<file path="src/rtl/ram_rd_transpose_pkg.sv">
// Shared DCT types and sizing for the transpose-buffer read engine.
// PINGPONG_EN doubles the RAM depth so two blocks alternate banks.
package ram_rd_transpose_pkg;

    localparam int DCT_N      = 8;
    localparam int DCT_DATA_W = 10;

`ifdef PINGPONG_EN
    localparam int DCT_DEPTH  = 2 * DCT_N * DCT_N;
`else
    localparam int DCT_DEPTH  = DCT_N * DCT_N;
`endif
    localparam int DCT_ADDR_W = $clog2(DCT_DEPTH);

    typedef struct packed {
        logic [DCT_DATA_W-1:0] data;
        logic                  valid;
    } dctPort_t;

endpackage

</file>
<file path="src/rtl/ram_rd_transpose_if.sv">
// Control, RAM read port and output stream of the transpose read engine.
// PINGPONG_EN adds the rd_bank indicator.
interface ram_rd_transpose_if
    import ram_rd_transpose_pkg::*;
#(
    parameter int DATA_WIDTH = DCT_DATA_W,
    parameter int AW         = DCT_ADDR_W
);
    logic                  start;
    logic                  busy;
    logic                  done;
    logic [AW-1:0]         rd_addr;
    logic                  rd_en;
    logic [DATA_WIDTH-1:0] rd_data;
    logic [DATA_WIDTH-1:0] out_data;
    logic                  out_valid;
    logic                  out_ready;
    logic                  out_last;
`ifdef PINGPONG_EN
    logic                  rd_bank;
`endif

    modport master (
        input  start, rd_data, out_ready,
        output busy, done, rd_addr, rd_en, out_data, out_valid, out_last
`ifdef PINGPONG_EN
        , rd_bank
`endif
    );

    modport slave (
        output start, rd_data, out_ready,
        input  busy, done, rd_addr, rd_en, out_data, out_valid, out_last
`ifdef PINGPONG_EN
        , rd_bank
`endif
    );

endinterface

</file>
<file path="src/rtl/ram_rd_transpose_rd_skid_fifo.sv">
// 2-entry synchronous FIFO that absorbs the 1-cycle RAM read latency.
// Caller guarantees no push when full and no pop when empty.
module ram_rd_transpose_rd_skid_fifo #(
    parameter int W = 11
) (
    input  logic         clk,
    input  logic         rst_n,
    input  logic         push,
    input  logic [W-1:0] push_data,
    input  logic         pop,
    output logic [W-1:0] head,
    output logic [1:0]   occ
);
    logic [W-1:0] mem [2];
    logic         wr_ptr;
    logic         rd_ptr;

    assign head = mem[rd_ptr];

    always_ff @(posedge clk or negedge rst_n) begin
        if (!rst_n) begin
            for (int i = 0; i < 2; i++) mem[i] <= '0;
            wr_ptr <= 1'b0;
            rd_ptr <= 1'b0;
            occ    <= 2'd0;
        end else begin
            if (push) begin
                mem[wr_ptr] <= push_data;
                wr_ptr      <= ~wr_ptr;
            end
            if (pop) rd_ptr <= ~rd_ptr;
            occ <= occ + {1'b0, push} - {1'b0, pop};
        end
    end

endmodule

</file>
<file path="src/rtl/ram_rd_transpose.sv">
// Column-major read engine for the 8x8 DCT transpose buffer.
// PINGPONG_EN: alternate between two N*N banks, toggling on each done.
module ram_rd_transpose
    import ram_rd_transpose_pkg::*;
#(
    parameter int DATA_WIDTH = DCT_DATA_W,
    parameter int N          = DCT_N
) (
    input  logic clk,
    input  logic rst_n,
    ram_rd_transpose_if.master bus
);
    localparam int CW = (N > 1) ? $clog2(N) : 1;
    localparam int BW = $clog2(N * N);

    localparam logic [1:0] IDLE  = 2'd0;
    localparam logic [1:0] ISSUE = 2'd1;
    localparam logic [1:0] DRAIN = 2'd2;

    logic [1:0]          state;
    logic [CW-1:0]       r;
    logic [CW-1:0]       c;
    logic                inflight;
    logic                inflight_last;
    logic                issue_last;
    logic                rd_en;
    logic                pop;
    logic                done;
    logic [1:0]          occ;
    logic [DATA_WIDTH:0] head;
    logic [BW-1:0]       base_addr;
    dctPort_t            out_port;
`ifdef PINGPONG_EN
    logic                bank;
`endif

    assign issue_last = (r == CW'(N - 1)) && (c == CW'(N - 1));
    assign out_port   = '{data: head[DATA_WIDTH-1:0], valid: (occ != 2'd0)};
    assign pop        = out_port.valid && bus.out_ready;
    // Credit: entries held plus the read in flight, net of this cycle's pop, must leave a slot.
    assign rd_en      = (state == ISSUE) &&
                        (({1'b0, occ} + {2'b0, inflight}) < (3'd2 + {2'b0, pop}));
    assign done       = (state == DRAIN) && pop && head[DATA_WIDTH];
    assign base_addr  = BW'(r) * BW'(N) + BW'(c);

`ifdef PINGPONG_EN
    assign bus.rd_addr = {bank, base_addr};
    assign bus.rd_bank = bank;
`else
    assign bus.rd_addr = base_addr;
`endif
    assign bus.rd_en     = rd_en;
    assign bus.busy      = (state != IDLE);
    assign bus.done      = done;
    assign bus.out_valid = out_port.valid;
    assign bus.out_data  = out_port.data;
    assign bus.out_last  = out_port.valid && head[DATA_WIDTH];

    always_ff @(posedge clk or negedge rst_n) begin
        if (!rst_n) begin
            state         <= IDLE;
            r             <= '0;
            c             <= '0;
            inflight      <= 1'b0;
            inflight_last <= 1'b0;
`ifdef PINGPONG_EN
            bank          <= 1'b0;
`endif
        end else begin
            inflight      <= rd_en;
            inflight_last <= rd_en && issue_last;
            case (state)
                IDLE: if (bus.start) state <= ISSUE;
                ISSUE: if (rd_en) begin
                    // Row runs fastest so consecutive reads walk down a column.
                    if (r == CW'(N - 1)) begin
                        r <= '0;
                        c <= (c == CW'(N - 1)) ? '0 : c + CW'(1);
                    end else begin
                        r <= r + CW'(1);
                    end
                    if (issue_last) state <= DRAIN;
                end
                DRAIN: if (done) begin
                    state <= IDLE;
`ifdef PINGPONG_EN
                    bank  <= ~bank;
`endif
                end
                default: state <= IDLE;
            endcase
        end
    end

    ram_rd_transpose_rd_skid_fifo #(.W(DATA_WIDTH + 1)) u_fifo (
        .clk       (clk),
        .rst_n     (rst_n),
        .push      (inflight),
        .push_data ({inflight_last, bus.rd_data}),
        .pop       (pop),
        .head      (head),
        .occ       (occ)
    );

endmodule
</file>
<file path="src/flat_wrapper.sv">
// flat-port wrapper written by rule: the top's interface ports become plain ports
module ram_rd_transpose_flat import ram_rd_transpose_pkg::*;
#(
    parameter int DATA_WIDTH = DCT_DATA_W,
    parameter int N          = DCT_N
)
  (clk, rst_n, bus_start, bus_rd_data, bus_out_ready, bus_busy, bus_done, bus_rd_addr, bus_rd_en, bus_out_data, bus_out_valid, bus_out_last);
  ram_rd_transpose_if #(.DATA_WIDTH(DATA_WIDTH)) bus_i ();
  input  logic clk;
  input  logic rst_n;
  input wire logic [$bits(bus_i.start)-1:0] bus_start;
  input wire logic [$bits(bus_i.rd_data)-1:0] bus_rd_data;
  input wire logic [$bits(bus_i.out_ready)-1:0] bus_out_ready;
  output wire logic [$bits(bus_i.busy)-1:0] bus_busy;
  output wire logic [$bits(bus_i.done)-1:0] bus_done;
  output wire logic [$bits(bus_i.rd_addr)-1:0] bus_rd_addr;
  output wire logic [$bits(bus_i.rd_en)-1:0] bus_rd_en;
  output wire logic [$bits(bus_i.out_data)-1:0] bus_out_data;
  output wire logic [$bits(bus_i.out_valid)-1:0] bus_out_valid;
  output wire logic [$bits(bus_i.out_last)-1:0] bus_out_last;
  assign bus_i.start = bus_start;
  assign bus_i.rd_data = bus_rd_data;
  assign bus_i.out_ready = bus_out_ready;
  assign bus_busy = bus_i.busy;
  assign bus_done = bus_i.done;
  assign bus_rd_addr = bus_i.rd_addr;
  assign bus_rd_en = bus_i.rd_en;
  assign bus_out_data = bus_i.out_data;
  assign bus_out_valid = bus_i.out_valid;
  assign bus_out_last = bus_i.out_last;
  ram_rd_transpose #(.DATA_WIDTH(DATA_WIDTH), .N(N)) u_core (.clk(clk), .rst_n(rst_n), .bus(bus_i));
endmodule
</file>
<file path="config.mk">
export PLATFORM = sky130hd
export DESIGN_NAME = ram_rd_transpose_flat
export DESIGN_NICKNAME = d
export VERILOG_FILES = /design/src/rtl/ram_rd_transpose_pkg.sv /design/src/rtl/ram_rd_transpose_if.sv /design/src/rtl/ram_rd_transpose_rd_skid_fifo.sv /design/src/rtl/ram_rd_transpose.sv /design/src/flat_wrapper.sv
export SDC_FILE = /design/constraint.sdc
export NUM_CORES = 1
export LEC_CHECK = 0
export CAP_MARGIN = 20
export CORE_AREA = 2 2 65 67
export DETAILED_ROUTE_END_ITERATION = 10
export DIE_AREA = 0 0 67 69
export GPL_TIMING_DRIVEN = 0
export PLACE_DENSITY = 0.76
export SLEW_MARGIN = 20
export SYNTH_ARGS = -nofsm -noshare
export SYNTH_HDL_FRONTEND = slang
export SYNTH_HIERARCHICAL = 1
export SYNTH_SLANG_ARGS = --single-unit
</file>
<file path="constraint.sdc">
create_clock -name clk -period 1.7 [get_ports clk]
set_input_delay 0.51 -clock clk [delete_from_list [all_inputs] [get_ports clk]]
set_output_delay 0.51 -clock clk [all_outputs]
set_load 0.01 [all_outputs]
</file>
==> reports/results.txt <==
CTS sink count - 36
Fillcell total - 304
CTS buffer count - 5
Worst Clk Skew - 5.41 ps
Max-Cap Viols - 0
Max FO, Critical Path - 2
Die Height - 69 µm
Worst setup margin - -308 ps
Starting density of the core - 44.1%
Worst path cell trace - ha_4, ha_4, nand2b_4, nor2_4, nand2_4, inv_4, buf_6
Crit Reg-Reg Startpoint - u_core/u_fifo/occ[0]
RSZ-0062 raised after global routing - true
Slew Limit Fails - 0
Wire per inst - 15.0 µm
Crit path kind - register to output pin
Syn_area_per_cell - 14.6 µm²
Final wirelength - 3.43 mm
Critical path's slowest cell - dfrtp_1
Sequential cell area fraction in the yosys report - 52.2%
Lkg Pwr - 1.22 nW
Status - finished, violations left
Multi-input gate area - 911 µm²
Synth Register Bits - 36
Final ANT Viol Nets - 0
GRT Util Overall - 17.1%
CP required - 1190 ps
Gp weighted congestion - 0.738
Distinct cells, synth - 27
Pre-CTS setup slack - -797 ps
CP top delay family - flip-flops
Initial antenna violation count - 0
Antenna diode count - 0
Commonest non-fill, non-tap cell in the layout - dfrtp_1
Total grt overflow - 0
Worst vdd ir - 1.14 mV
Post-route minimum period - 2010 ps
Port bufs - 34
Syn-to-layout area delta - 47.4%
CTS root buf - clkbuf_8
Crit-path max cell delay - 420 ps
Placeable Area - 3910 µm²
Fraction of layout cells with a size suffix above 1 - 57.3%
Vias after detailed routing - 1109
Storage cell area - 902 µm²
IO Count - 35
Final hold slack - 78.8 ps
Clk_lat worst skew - 280 ps
Starting DRC count in detailed routing - 29
Headroom to the max-slew limit - 81.7%
# H-tree levels - 2
Crit share post-route - 118%
Commonest non-fill, non-tap cells in the layout - dfrtp_1 (35), mux2_4 (27), buf_6 (21), mux2_2 (12), clkdlybuf4s50_1 (11)
Clock buffer depth - 2
Clk pin slew, worst setup/hold paths - 70 ps
Violated checks - setup timing
Die Width - 67 µm
CP dominant cell by count - ha_4
R2R setup slack - -60 ps
DR vias/cell - 4.86
Power Dens Cells - 2170 nW/µm²
Cell row count - 23
Reg2reg path depth - 8
Fin nets - 199
Hpwl dp - 2.33 mm
Reg-to-reg endpoint - u_core/c[0]
Synth Cell Area - 1730 µm²
Synthesized instance count - 118
Slew @ Worst Pin - 274 ps
Largest net degree at the start of global routing - 29
CTS tree - done
Endpoint kind of the worst setup timing path - output pin
CP startpoint kind - register
Final hold violation count - 0
Total die area - 4620 µm²
Critical Path AT - 1500 ps
Vias in the first global route - 1218
Type of the worst min-delay path - input pin to asynchronous set/reset pin
Synthesis Warnings - 6
First-pass GRT wire length - 5.88 mm
Crit path buf inv count - 2
Drt pass-1 iters - 3
Final setup fails - 18
Syn Nets - 140
# DRC - 0
Max Freq - 498 MHz
[area by class of cell]
cell class              count  area share, %
multi-input cells          74           35.8
flip-flops and latches     36           35.5
repair buffers             52           20.4
clock buffers               8           3.54
well taps                  50           2.46
plain buffers               3           1.43
inverters                   5          0.837
[worst register-to-register path, cell delays in order, from the launching register on]
cell and delay, ps:
dfrtp_1 420, ha_4 180, ha_4 140, nand2b_4 140, nor2_4 110, buf_4 120
buf_4 100, nand3_4 100, mux2_4 320
[synth_stat cells]
cell | n | share of area [%]
or2_2 | 2 | 0.73
nand2b_1 | 2 | 0.73
mux2_4 | 13 | 11
mux2_2 | 23 | 15
nor2b_4 | 1 | 0.80
nand2_1 | 1 | 0.22
nor3_1 | 1 | 0.29
nand3_2 | 1 | 0.58
o21ai_2 | 1 | 0.51
nor2_1 | 5 | 1.1
buf_2 | 1 | 0.29
ha_1 | 8 | 5.8
buf_6 | 1 | 0.65
nor2b_1 | 1 | 0.36
a211oi_1 | 1 | 0.44
mux2_1 | 3 | 2.0
xor2_1 | 2 | 1.0
o21bai_1 | 1 | 0.44
o21ai_0 | 1 | 0.29
inv_1 | 5 | 1.1
dfrtp_1 | 36 | 52
nand2_2 | 2 | 0.73
and2_1 | 1 | 0.36
nor2_2 | 1 | 0.36
xnor2_1 | 2 | 1.0
clkbuf_8 | 1 | 0.80
o21ai_4 | 1 | 0.94
[metal layers]
metal / vias to the layer above / wire length, µm / track usage [%] / share of wire [%]
met1: 546 / 1410 / 20.4 / 41
met3: 6 / 194 / 5.38 / 5.7
met5: - / 0 / 0 / 0
met2: 31 / 1790 / 28.4 / 52
met4: 0 / 30 / 6.12 / 0.88
li1: 526 / - / - / -
[through the flow]
step / std cells / instance area [µm²] / utilization, % / total power [mW] / TNS, ps
after global routing: 228 / 2540 / 65.0 / 5.90 / -3490
after floorplan: 118 / 1750 / - / 3.22 / 0
after CTS: 224 / 2430 / 62.1 / 5.26 / -2530
after detailed placement: 203 / 2170 / 55.3 / 4.17 / -6060
after global placement: 202 / 2150 / 55.0 / 4.02 / -27850
final: 228 / 2540 / 65.0 / 5.51 / -2650
[logic make-up after synthesis]
family / Yosys count / synth area share (%)
xor gates and xnor gates: 4 / 2.03
adders and majority gates: 8 / 5.80
buffers and inverters: 8 / 2.83
DFF: 36 / 52.2
and+or+nand+nor: 18 / 6.24
muxes: 39 / 28.3
AOI/OAI and AO/OA: 5 / 2.61
[power by group]
group	leakage (nW)	switching (mW)	internal, mW
clock network	0.0455	0.277	0.330
logic	0.746	1.23	2.13
registers	0.429	0.278	1.26
[state kept, by name, summed over array words and instances (netlist names)]
name                  flops
u_core/inflight           1
u_core/u_fifo/rd_ptr      1
u_core/r                  3
u_core/u_fifo/mem        22
u_core/u_fifo/occ         2
u_core/state              2
u_core/u_fifo/wr_ptr      1
u_core/c                  3
u_core/inflight_last      1
[worst max path at each step]
| stage | endpoint | slack [ps] | cells past startpoint | start |
|---|---|---|---|---|
| final | bus_rd_en | -310 | 7 | u_core/u_fifo/occ[0] |
| after global routing | bus_rd_en | -380 | 7 | u_core/u_fifo/occ[0] |
| after CTS | bus_rd_en | -300 | 7 | u_core/u_fifo/occ[0] |
| after detailed placement | bus_rd_en | -800 | 6 | bus_out_ready |
| after global placement | bus_rd_en | -790 | 6 | bus_out_ready |
| after floorplan | bus_rd_en | 1 | 6 | u_core/inflight |
[timing repair]
item                       4_1_cts  5_1_grt
pin swaps                        6        5
resized for setup               94       20
buffers inserted                13        4
setup endpoints to repair       24       21
hold buffers                     0        0
Note: power is estimated with default switching activity, not from simulation.
